**config.mk**
```make
export PLATFORM = sky130hd
export DESIGN_NAME = pipe_hazard_ctrl_flat
export DESIGN_NICKNAME = d
export VERILOG_FILES = /design/src/rtl/pipe_hazard_ctrl_pkg.sv /design/src/rtl/pipe_hazard_ctrl_if.sv /design/src/rtl/pipe_hazard_ctrl_hazard_detect.sv /design/src/rtl/pipe_hazard_ctrl.sv /design/src/flat_wrapper.sv
export SDC_FILE = /design/constraint.sdc
export NUM_CORES = 1
export LEC_CHECK = 0
export ABC_CLOCK_PERIOD_IN_PS = 5600
export BUFFER_PORTS_ARGS = -buffer_cell sky130_fd_sc_hd__buf_4
export CORE_MARGIN = 4
export CORE_UTILIZATION = 55
export CTS_CLUSTER_DIAMETER = 50
export DETAILED_ROUTE_END_ITERATION = 16
export GPL_TIMING_DRIVEN = 0
export HOLD_SLACK_MARGIN = 0.1
export PLACE_DENSITY = 0.95
export SLEW_MARGIN = 20
export SYNTH_ARGS = -nofsm -noshare
export SYNTH_HDL_FRONTEND = slang
export SYNTH_SLANG_ARGS = --single-unit
```
**constraint.sdc**
```tcl
create_clock -name clk -period 5.6 [get_ports clk]
set_input_delay 1.12 -clock clk [delete_from_list [all_inputs] [get_ports clk]]
set_output_delay 1.12 -clock clk [all_outputs]
set_load 0.05 [all_outputs]
```
**src/rtl/pipe_hazard_ctrl_pkg.sv**
```systemverilog
// Shared types and constants for the pipeline hazard sequencer.
// Each control word says how every pipeline register and the PC behave for one cycle.
package pipe_hazard_ctrl_pkg;

  typedef enum logic [1:0] {
    RUN   = 2'd0,
    MWAIT = 2'd1,
    HALT  = 2'd2
  } state_e;

  localparam logic [4:0] REG_ZERO = 5'd0;

  typedef struct packed {
    logic pc_en;
    logic ifid_en;
    logic ifid_flush;
    logic idex_en;
    logic idex_flush;
    logic exmem_en;
    logic memwb_en;
    logic memwb_flush;
  } ctrl_t;

  // A flushed register still loads: it captures a bubble instead of upstream data.
  localparam ctrl_t CTRL_IDLE      = ctrl_t'(8'b0000_0000);
  localparam ctrl_t CTRL_MEM_STALL = ctrl_t'(8'b0000_0011);
  localparam ctrl_t CTRL_LOAD_USE  = ctrl_t'(8'b0001_1110);
  localparam ctrl_t CTRL_BRANCH    = ctrl_t'(8'b1111_1110);
  localparam ctrl_t CTRL_JUMP      = ctrl_t'(8'b1111_0110);
  localparam ctrl_t CTRL_FLOW      = ctrl_t'(8'b1101_0110);

endpackage

```
**src/rtl/pipe_hazard_ctrl_if.sv**
```systemverilog
// Datapath-facing signal bundle of the hazard sequencer.
// The datapath is the master (drives pipeline status); the sequencer is the slave.
interface pipe_hazard_ctrl_if #(
  parameter int CNT_W = 32
);

  logic [4:0]       ifid_rs;
  logic [4:0]       ifid_rt;
  logic             idex_memrd;
  logic [4:0]       idex_rt;
  logic             jump_id;
  logic             branch_ex;
  logic             exmem_memacc;
  logic             dmem_ready;

  logic             pc_en;
  logic             ifid_en;
  logic             ifid_flush;
  logic             idex_en;
  logic             idex_flush;
  logic             exmem_en;
  logic             memwb_en;
  logic             memwb_flush;
  logic             halted;
  logic [CNT_W-1:0] stall_cnt;

  modport master (
    output ifid_rs, ifid_rt, idex_memrd, idex_rt, jump_id, branch_ex, exmem_memacc, dmem_ready,
    input  pc_en, ifid_en, ifid_flush, idex_en, idex_flush, exmem_en, memwb_en, memwb_flush,
    input  halted, stall_cnt
  );

  modport slave (
    input  ifid_rs, ifid_rt, idex_memrd, idex_rt, jump_id, branch_ex, exmem_memacc, dmem_ready,
    output pc_en, ifid_en, ifid_flush, idex_en, idex_flush, exmem_en, memwb_en, memwb_flush,
    output halted, stall_cnt
  );

endinterface

```
**src/rtl/pipe_hazard_ctrl_hazard_detect.sv**
```systemverilog
// Load-use detector: the load in ID/EX writes a register the IF/ID instruction reads.
// Register zero is never a real dependency since it always reads as zero.
module hazard_detect
  import pipe_hazard_ctrl_pkg::*;
(
  input  logic [4:0] ifid_rs_i,
  input  logic [4:0] ifid_rt_i,
  input  logic       idex_memrd_i,
  input  logic [4:0] idex_rt_i,
  output logic       lu_o
);

  assign lu_o = idex_memrd_i && (idex_rt_i != REG_ZERO) &&
                ((idex_rt_i == ifid_rs_i) || (idex_rt_i == ifid_rt_i));

endmodule

```
**src/rtl/pipe_hazard_ctrl.sv**
```systemverilog
// Stall/flush sequencer for the 5-stage pipeline: memory-wait freeze with timeout halt,
// load-use bubble, branch/jump squash, plus a stall-cycle performance counter.
module pipe_hazard_ctrl
  import pipe_hazard_ctrl_pkg::*;
#(
  parameter int MEM_TIMEOUT = 16,
  parameter int CNT_W       = 32
) (
  input  logic              clk,
  input  logic              reset,
  pipe_hazard_ctrl_if.slave hz
);

  localparam int                WAIT_W     = $clog2(MEM_TIMEOUT + 1);
  localparam logic [WAIT_W-1:0] WAIT_LIMIT = WAIT_W'(MEM_TIMEOUT);

  state_e            state_q, state_d;
  logic [WAIT_W-1:0] wait_q, wait_d;
  logic [CNT_W-1:0]  stall_q, stall_d;
  logic              lu;
  logic              mbusy;
  ctrl_t             ctrl;

  hazard_detect u_hazard_detect (
    .ifid_rs_i    (hz.ifid_rs),
    .ifid_rt_i    (hz.ifid_rt),
    .idex_memrd_i (hz.idex_memrd),
    .idex_rt_i    (hz.idex_rt),
    .lu_o         (lu)
  );

  assign mbusy = hz.exmem_memacc & ~hz.dmem_ready;

  // RUN and MWAIT decode identically; MWAIT only differs in carrying a live wait count.
  always_comb begin
    state_d = state_q;
    wait_d  = wait_q;
    ctrl    = CTRL_IDLE;
    if (state_q != HALT) begin
      if (mbusy) begin
        ctrl    = CTRL_MEM_STALL;
        wait_d  = wait_q + WAIT_W'(1);
        state_d = (wait_d == WAIT_LIMIT) ? HALT : MWAIT;
      end else begin
        wait_d  = '0;
        state_d = RUN;
        if (lu)                ctrl = CTRL_LOAD_USE;
        else if (hz.branch_ex) ctrl = CTRL_BRANCH;
        else if (hz.jump_id)   ctrl = CTRL_JUMP;
        else                   ctrl = CTRL_FLOW;
      end
    end
    if (reset) ctrl = CTRL_IDLE;
  end

  assign stall_d = stall_q + {{(CNT_W-1){1'b0}}, ~ctrl.pc_en};

  always_ff @(posedge clk or posedge reset) begin
    if (reset) begin
      state_q <= RUN;
      wait_q  <= '0;
      stall_q <= '0;
    end else begin
      state_q <= state_d;
      wait_q  <= wait_d;
      stall_q <= stall_d;
    end
  end

  assign hz.pc_en       = ctrl.pc_en;
  assign hz.ifid_en     = ctrl.ifid_en;
  assign hz.ifid_flush  = ctrl.ifid_flush;
  assign hz.idex_en     = ctrl.idex_en;
  assign hz.idex_flush  = ctrl.idex_flush;
  assign hz.exmem_en    = ctrl.exmem_en;
  assign hz.memwb_en    = ctrl.memwb_en;
  assign hz.memwb_flush = ctrl.memwb_flush;
  assign hz.halted      = (state_q == HALT);
  assign hz.stall_cnt   = stall_q;

endmodule

```
**src/flat_wrapper.sv**
```systemverilog
// flat-port wrapper written by rule: the top's interface ports become plain ports
module pipe_hazard_ctrl_flat import pipe_hazard_ctrl_pkg::*;
#(
  parameter int MEM_TIMEOUT = 16,
  parameter int CNT_W       = 32
)
  (clk, reset, hz_ifid_rs, hz_ifid_rt, hz_idex_memrd, hz_idex_rt, hz_jump_id, hz_branch_ex, hz_exmem_memacc, hz_dmem_ready, hz_pc_en, hz_ifid_en, hz_ifid_flush, hz_idex_en, hz_idex_flush, hz_exmem_en, hz_memwb_en, hz_memwb_flush, hz_halted, hz_stall_cnt);
  pipe_hazard_ctrl_if #(.CNT_W(CNT_W)) hz_i ();
  input  logic clk;
  input  logic reset;
  input wire logic [$bits(hz_i.ifid_rs)-1:0] hz_ifid_rs;
  input wire logic [$bits(hz_i.ifid_rt)-1:0] hz_ifid_rt;
  input wire logic [$bits(hz_i.idex_memrd)-1:0] hz_idex_memrd;
  input wire logic [$bits(hz_i.idex_rt)-1:0] hz_idex_rt;
  input wire logic [$bits(hz_i.jump_id)-1:0] hz_jump_id;
  input wire logic [$bits(hz_i.branch_ex)-1:0] hz_branch_ex;
  input wire logic [$bits(hz_i.exmem_memacc)-1:0] hz_exmem_memacc;
  input wire logic [$bits(hz_i.dmem_ready)-1:0] hz_dmem_ready;
  output wire logic [$bits(hz_i.pc_en)-1:0] hz_pc_en;
  output wire logic [$bits(hz_i.ifid_en)-1:0] hz_ifid_en;
  output wire logic [$bits(hz_i.ifid_flush)-1:0] hz_ifid_flush;
  output wire logic [$bits(hz_i.idex_en)-1:0] hz_idex_en;
  output wire logic [$bits(hz_i.idex_flush)-1:0] hz_idex_flush;
  output wire logic [$bits(hz_i.exmem_en)-1:0] hz_exmem_en;
  output wire logic [$bits(hz_i.memwb_en)-1:0] hz_memwb_en;
  output wire logic [$bits(hz_i.memwb_flush)-1:0] hz_memwb_flush;
  output wire logic [$bits(hz_i.halted)-1:0] hz_halted;
  output wire logic [$bits(hz_i.stall_cnt)-1:0] hz_stall_cnt;
  assign hz_i.ifid_rs = hz_ifid_rs;
  assign hz_i.ifid_rt = hz_ifid_rt;
  assign hz_i.idex_memrd = hz_idex_memrd;
  assign hz_i.idex_rt = hz_idex_rt;
  assign hz_i.jump_id = hz_jump_id;
  assign hz_i.branch_ex = hz_branch_ex;
  assign hz_i.exmem_memacc = hz_exmem_memacc;
  assign hz_i.dmem_ready = hz_dmem_ready;
  assign hz_pc_en = hz_i.pc_en;
  assign hz_ifid_en = hz_i.ifid_en;
  assign hz_ifid_flush = hz_i.ifid_flush;
  assign hz_idex_en = hz_i.idex_en;
  assign hz_idex_flush = hz_i.idex_flush;
  assign hz_exmem_en = hz_i.exmem_en;
  assign hz_memwb_en = hz_i.memwb_en;
  assign hz_memwb_flush = hz_i.memwb_flush;
  assign hz_halted = hz_i.halted;
  assign hz_stall_cnt = hz_i.stall_cnt;
  pipe_hazard_ctrl #(.MEM_TIMEOUT(MEM_TIMEOUT), .CNT_W(CNT_W)) u_core (.clk(clk), .reset(reset), .hz(hz_i));
endmodule
```
# --- Word level (Yosys, flattened, before mapping) ---
# Cells that the tools add are included.
classes:
  addsub: 2
  eq_ne: 5
  mux: 9
  bitwise: 3
  n_reduce_logical: 4
ops:
  columns: ["cell", "count"]
  rows:
  - ["$mux W8", 5]
  - ["$add A32 B1 Y32", 1]
  - ["$eq A5 B5 Y1", 2]
  - ["$mux W6", 1]
  - ["$add A5 B1 Y5 const B", 1]
  - ["$eq A5 B5 Y1 const B", 1]
  - ["$mux W5", 1]
  - ["$reduce_bool A5 Y1", 1]
  - ["$mux W2", 2]
  - ["$eq A2 B2 Y1 const B", 1]
  - ["$logic_and A1 B1 Y1", 2]
  - ["$ne A2 B2 Y1 const B", 1]
  - ["$not A1 Y1", 2]
  - ["$and A1 B1 Y1", 1]
  - ["$logic_or A1 B1 Y1", 1]
totals:
  reg_bits: 39
  inputBits: 22
  output_inout_bits: 41

# --- Logic depth before layout (Yosys ltp) ---
depth:
  word_depth: 9
  mapped_depth: 11
  depth_no_buf: 10

# --- Modules after synthesis ---
# A second synthesis with hierarchy kept.
unflattened:
  cells_unflattened: 180
  area_unflattened_um2: 1994.4
by_module_without_submodules:
  columns: ["mod", "instances", "cells_each", "area_per_inst_um2", "seq_area_each_um2"]
  rows:
  - ["pipe_hazard_ctrl", 1, 163, 1869.3, 975.9]
  - ["hazard_detect", 1, 17, 125.1, 0.0]

# --- Worst setup path after synthesis ---
# OpenSTA, ideal clock, no wires.
synth_timing:
  kind: "input port to output port"
  from: "input hz_dmem_ready"
  to: "output hz_pc_en"
  t_arrival_ps: 4443
  setup_slack_ps: 37
  path_stages: 4
  path_cell_list: "nand2b_1 nor3b_1 a21boi_0 buf_4"
synth_between:
  elab_chain_len: 5
synth_lines:
  columns: ["element", "line_no", "source"]
  rows:
  - ["start: declaration", "flat_wrapper.sv:18", "input wire logic [$bits(hz_i.dmem_ready)-1:0] hz_dmem_ready;"]
  - ["$not A1 Y1", "pipe_hazard_ctrl.sv:32", "assign mbusy = hz.exmem_memacc & ~hz.dmem_ready;"]
  - ["$and A1 B1 Y1", "pipe_hazard_ctrl.sv:32", null]
  - ["$mux W8", "pipe_hazard_ctrl.sv:40", "if (mbusy) begin"]
  - ["$mux W8", "pipe_hazard_ctrl.sv:39", "if (state_q != HALT) begin"]
  - ["$mux W8", "pipe_hazard_ctrl.sv:53", "if (reset) ctrl = CTRL_IDLE;"]
  - ["end: declaration", "flat_wrapper.sv:19", "output wire logic [$bits(hz_i.pc_en)-1:0] hz_pc_en;"]
# Every way passes these cells.

# --- Worst setup path in the final report ---
# Ends and elaborated chain as after synthesis.

==> results.py <==
metrics = {
    "outcome": {
        "outcome": "finished, final reports clean",
    },
    "timing": {
        "timing.hold.ws_ps": 479,
        "drv_slew": 0,
        "fin_setup_tns_ps": 0,
        "tightest_slew_ps": 703,
        "min_period_ps": 3810,
        "relSlewSlack_pct": 53.0,
        "hold_viol_final": 0,
        "fin_crit_sh_pct": 68.0,
        "finalSetupViolCount": 0,
        "fin_skew_ps": 8.34,
        "fmax_ghz": 0.263,
        "grt_setup_unrepaired": "false",
    },
    "clocking": {
        "cts_tree": "built",
        "clk_pin_slew_ps": 80,
        "numCtsBuffers": 5,
        "cts_hold_buffers": 0,
        "clk_latency_ps": 290,
        "cts_setup_buffers": 0,
        "h-tree-depth": 2,
        "ctsResizeCount": 0,
        "cts_buffer_depth": 2,
        "clock-sinks": 39,
        "clockRootBuffer": "clkbuf_8",
    },
    "final_layout": {
        "final_cell_mix": "buf_4 (65), dfrtp_1 (39), xnor2_1 (23), nand2_1 (20), xor2_1 (17)",
        "drive_gt1_share_pct": 36.4,
        "area_delta_synth_final_pct": 31.4,
        "mostFrequentLayoutCell": "buf_4",
        "fin_util_pct": 75.3,
        "fin_nets": 293,
        "num_antenna_cells": 0,
    },
    "synthesis": {
        "synth.distinct_cells": 41,
        "synth_top_area_cell": "dfrtp_1",
        "netlist_instances": 198,
        "synth-seq-area-share_pct": 46.2,
        "syn_area_per_cell_um2": 10.7,
        "synth_fp_nets": 223,
        "yosys_register_bits": 39,
        "yosysWarningCount": 0,
        "synth_top_area_share_pct": 46.2,
        "synthTopCellsByArea": "dfrtp_1 (46%), xnor2_1 (9.5%), xor2_1 (7.0%), nand2_1 (3.6%), nor3_2 (3.3%)",
        "netlist_area_um2": 2110,
    },
    "grt": {
        "grt_pass1_wl_um": 7800,
        "grt_max_degree": 30,
        "grt_pass1_vias": 1718,
        "grt_use_total_pct": 19.6,
        "antenna_found_initial": 0,
        "grt-ovfl-total": 0,
    },
    "place": {
        "dpl.hpwl_um": 3500,
        "place_congestion": 0.761,
        "port_buffers": 62,
    },
    "setup_path": {
        "critical_path_class": "in -> out",
        "crit_family": "simple AND/OR/NAND/NOR gates",
        "critPathLaunchType": "input pin",
        "crit_top_cell": "buf_4",
        "critPathBufInv": 3,
        "worstPathArrival_ps": 2690,
        "critPathSlowestCell": "nor3b_1",
        "crit_fanout": 7,
        "worstPathRequired_ps": 4480,
        "crit_chain": "buf_4 > nand2b_1 > nor3b_1 > a21boi_0 > buf_4 > buf_4",
        "max_stage_delay_ps": 620,
        "cp-end-kind": "output pin",
    },
    "power": {
        "total_power_w": 0.000807,
        "power.leakage_nw": 1.33,
        "peakVddDrop_mv": 0.231,
        "power_density_nw_per_um2": 291,
    },
    "drt": {
        "via_per_inst": 5.39,
        "drc_errors": 0,
        "routed_wl_um": 4540,
        "drtIter0Drc": 93,
        "ant_nets": 0,
        "dr.pass1.iters": 4,
        "wire_per_inst_um": 14.3,
        "via_count": 1709,
    },
    "die": {
        "dieArea_um2": 4900,
        "start_util_pct": 57.3,
        "io_pins": 63,
        "rows": 22,
        "die_w_um": 70.0,
        "die_height_um": 70.0,
        "core-area_um2": 3690,
    },
    "worst_hold_path": {
        "hold_path.class": "reg -> reg",
    },
    "job": {
        "cap_violations": 0,
    },
}
==> registers in the layout, summed over array words and instances, names as in the netlist <==
register             count
u_core.hz.stall_cnt     32
u_core.state_q           2
u_core.wait_q            5
==> cell families (layout without fill, tap and decap cells) <==
group	Yosys count	count (layout)	share of synthesized area, %
buffers and inverters	17	88	4.03
adders and majority gates	3	3	1.78
xor gates and xnor gates	40	40	16.6
AOI/OAI and AO/OA	17	17	4.86
and+or+nand+nor	81	81	26.1
muxes	1	1	0.533
DFF	39	39	46.2
==> stage by stage <==
step | area (um2) | cells | setup WS, ps
after floorplan | 2110 | 198 | 37.3
after global placement | 2640 | 308 | 1870
after detailed placement | 2660 | 309 | 1720
after CTS | 2780 | 317 | 1770
after global routing | 2780 | 317 | 1640
final | 2780 | 317 | 1790
==> Yosys cell counts <==
cell	instances
dfrtp_1	39
xnor2_1	23
nand2_1	20
xor2_1	17
nand3_1	13
inv_1	10
nor3_1	10
nor3_2	7
o21ai_0	7
nor2_1	6
a21oi_1	4
buf_4	3
ha_1	3
nand4_1	3
nor4_4	3
and4_1	2
buf_2	2
or4_1	2
or4_4	2
a21boi_0	1
a22o_1	1
a31o_2	1
and3_1	1
and4_4	1
buf_6	1
clkbuf_1	1
mux2_2	1
nand2b_1	1
nand3b_1	1
nand4_2	1
nand4_4	1
nand4b_1	1
nor2b_1	1
nor3b_1	1
nor4_2	1
o21a_1	1
o22a_1	1
o22ai_1	1
or2_2	1
or4b_1	1
or4b_4	1
==> power by group <==
group          leakage (nW)  switching (W)  internal (W)
logic                 0.767       0.000146     0.0000753
clock network        0.0612      0.0000989      0.000144
registers             0.504      0.0000356      0.000307
total                  1.33       0.000281      0.000526
==> layer usage <==
metal	vias up	share of wire (%)	GRT usage, %
li1	820	-	-
met1	821	39	23.1
met2	60	51	33.7
met3	8	8.2	6.62
met4	0	1.4	6.17
met5	-	0	0
==> worst paths after layout <==
path                                                    from                                end  slack, ps  cells after the start
min                        u_core.hz.stall_cnt[31]$_DFF_PP0_  u_core.hz.stall_cnt[31]$_DFF_PP0_        480                      1
max reg2reg                    u_core.state_q[0]$_DFFE_PP0N_  u_core.hz.stall_cnt[22]$_DFF_PP0_       2750                     10
min in group asynchronous                              reset       u_core.wait_q[1]$_DFFE_PP0N_        770                      2
max in group asynchronous                              reset   u_core.hz.stall_cnt[8]$_DFF_PP0_       4400                      3
max                                            hz_dmem_ready                           hz_pc_en       1790                      6
min reg2reg                u_core.hz.stall_cnt[31]$_DFF_PP0_  u_core.hz.stall_cnt[31]$_DFF_PP0_        480                      1
==> final cells by class <==
type	count	area, um2
Fill cell	270	912
Clock inverter	2	35.0
Tap cell	48	60.1
Multi-Input combinational cell	142	1050
Clock buffer	6	82.6
Sequential cell	39	976
Inverter	10	37.5
Buffer	7	47.5
Timing Repair Buffer	63	485
(Power assumes the default switching activity.)
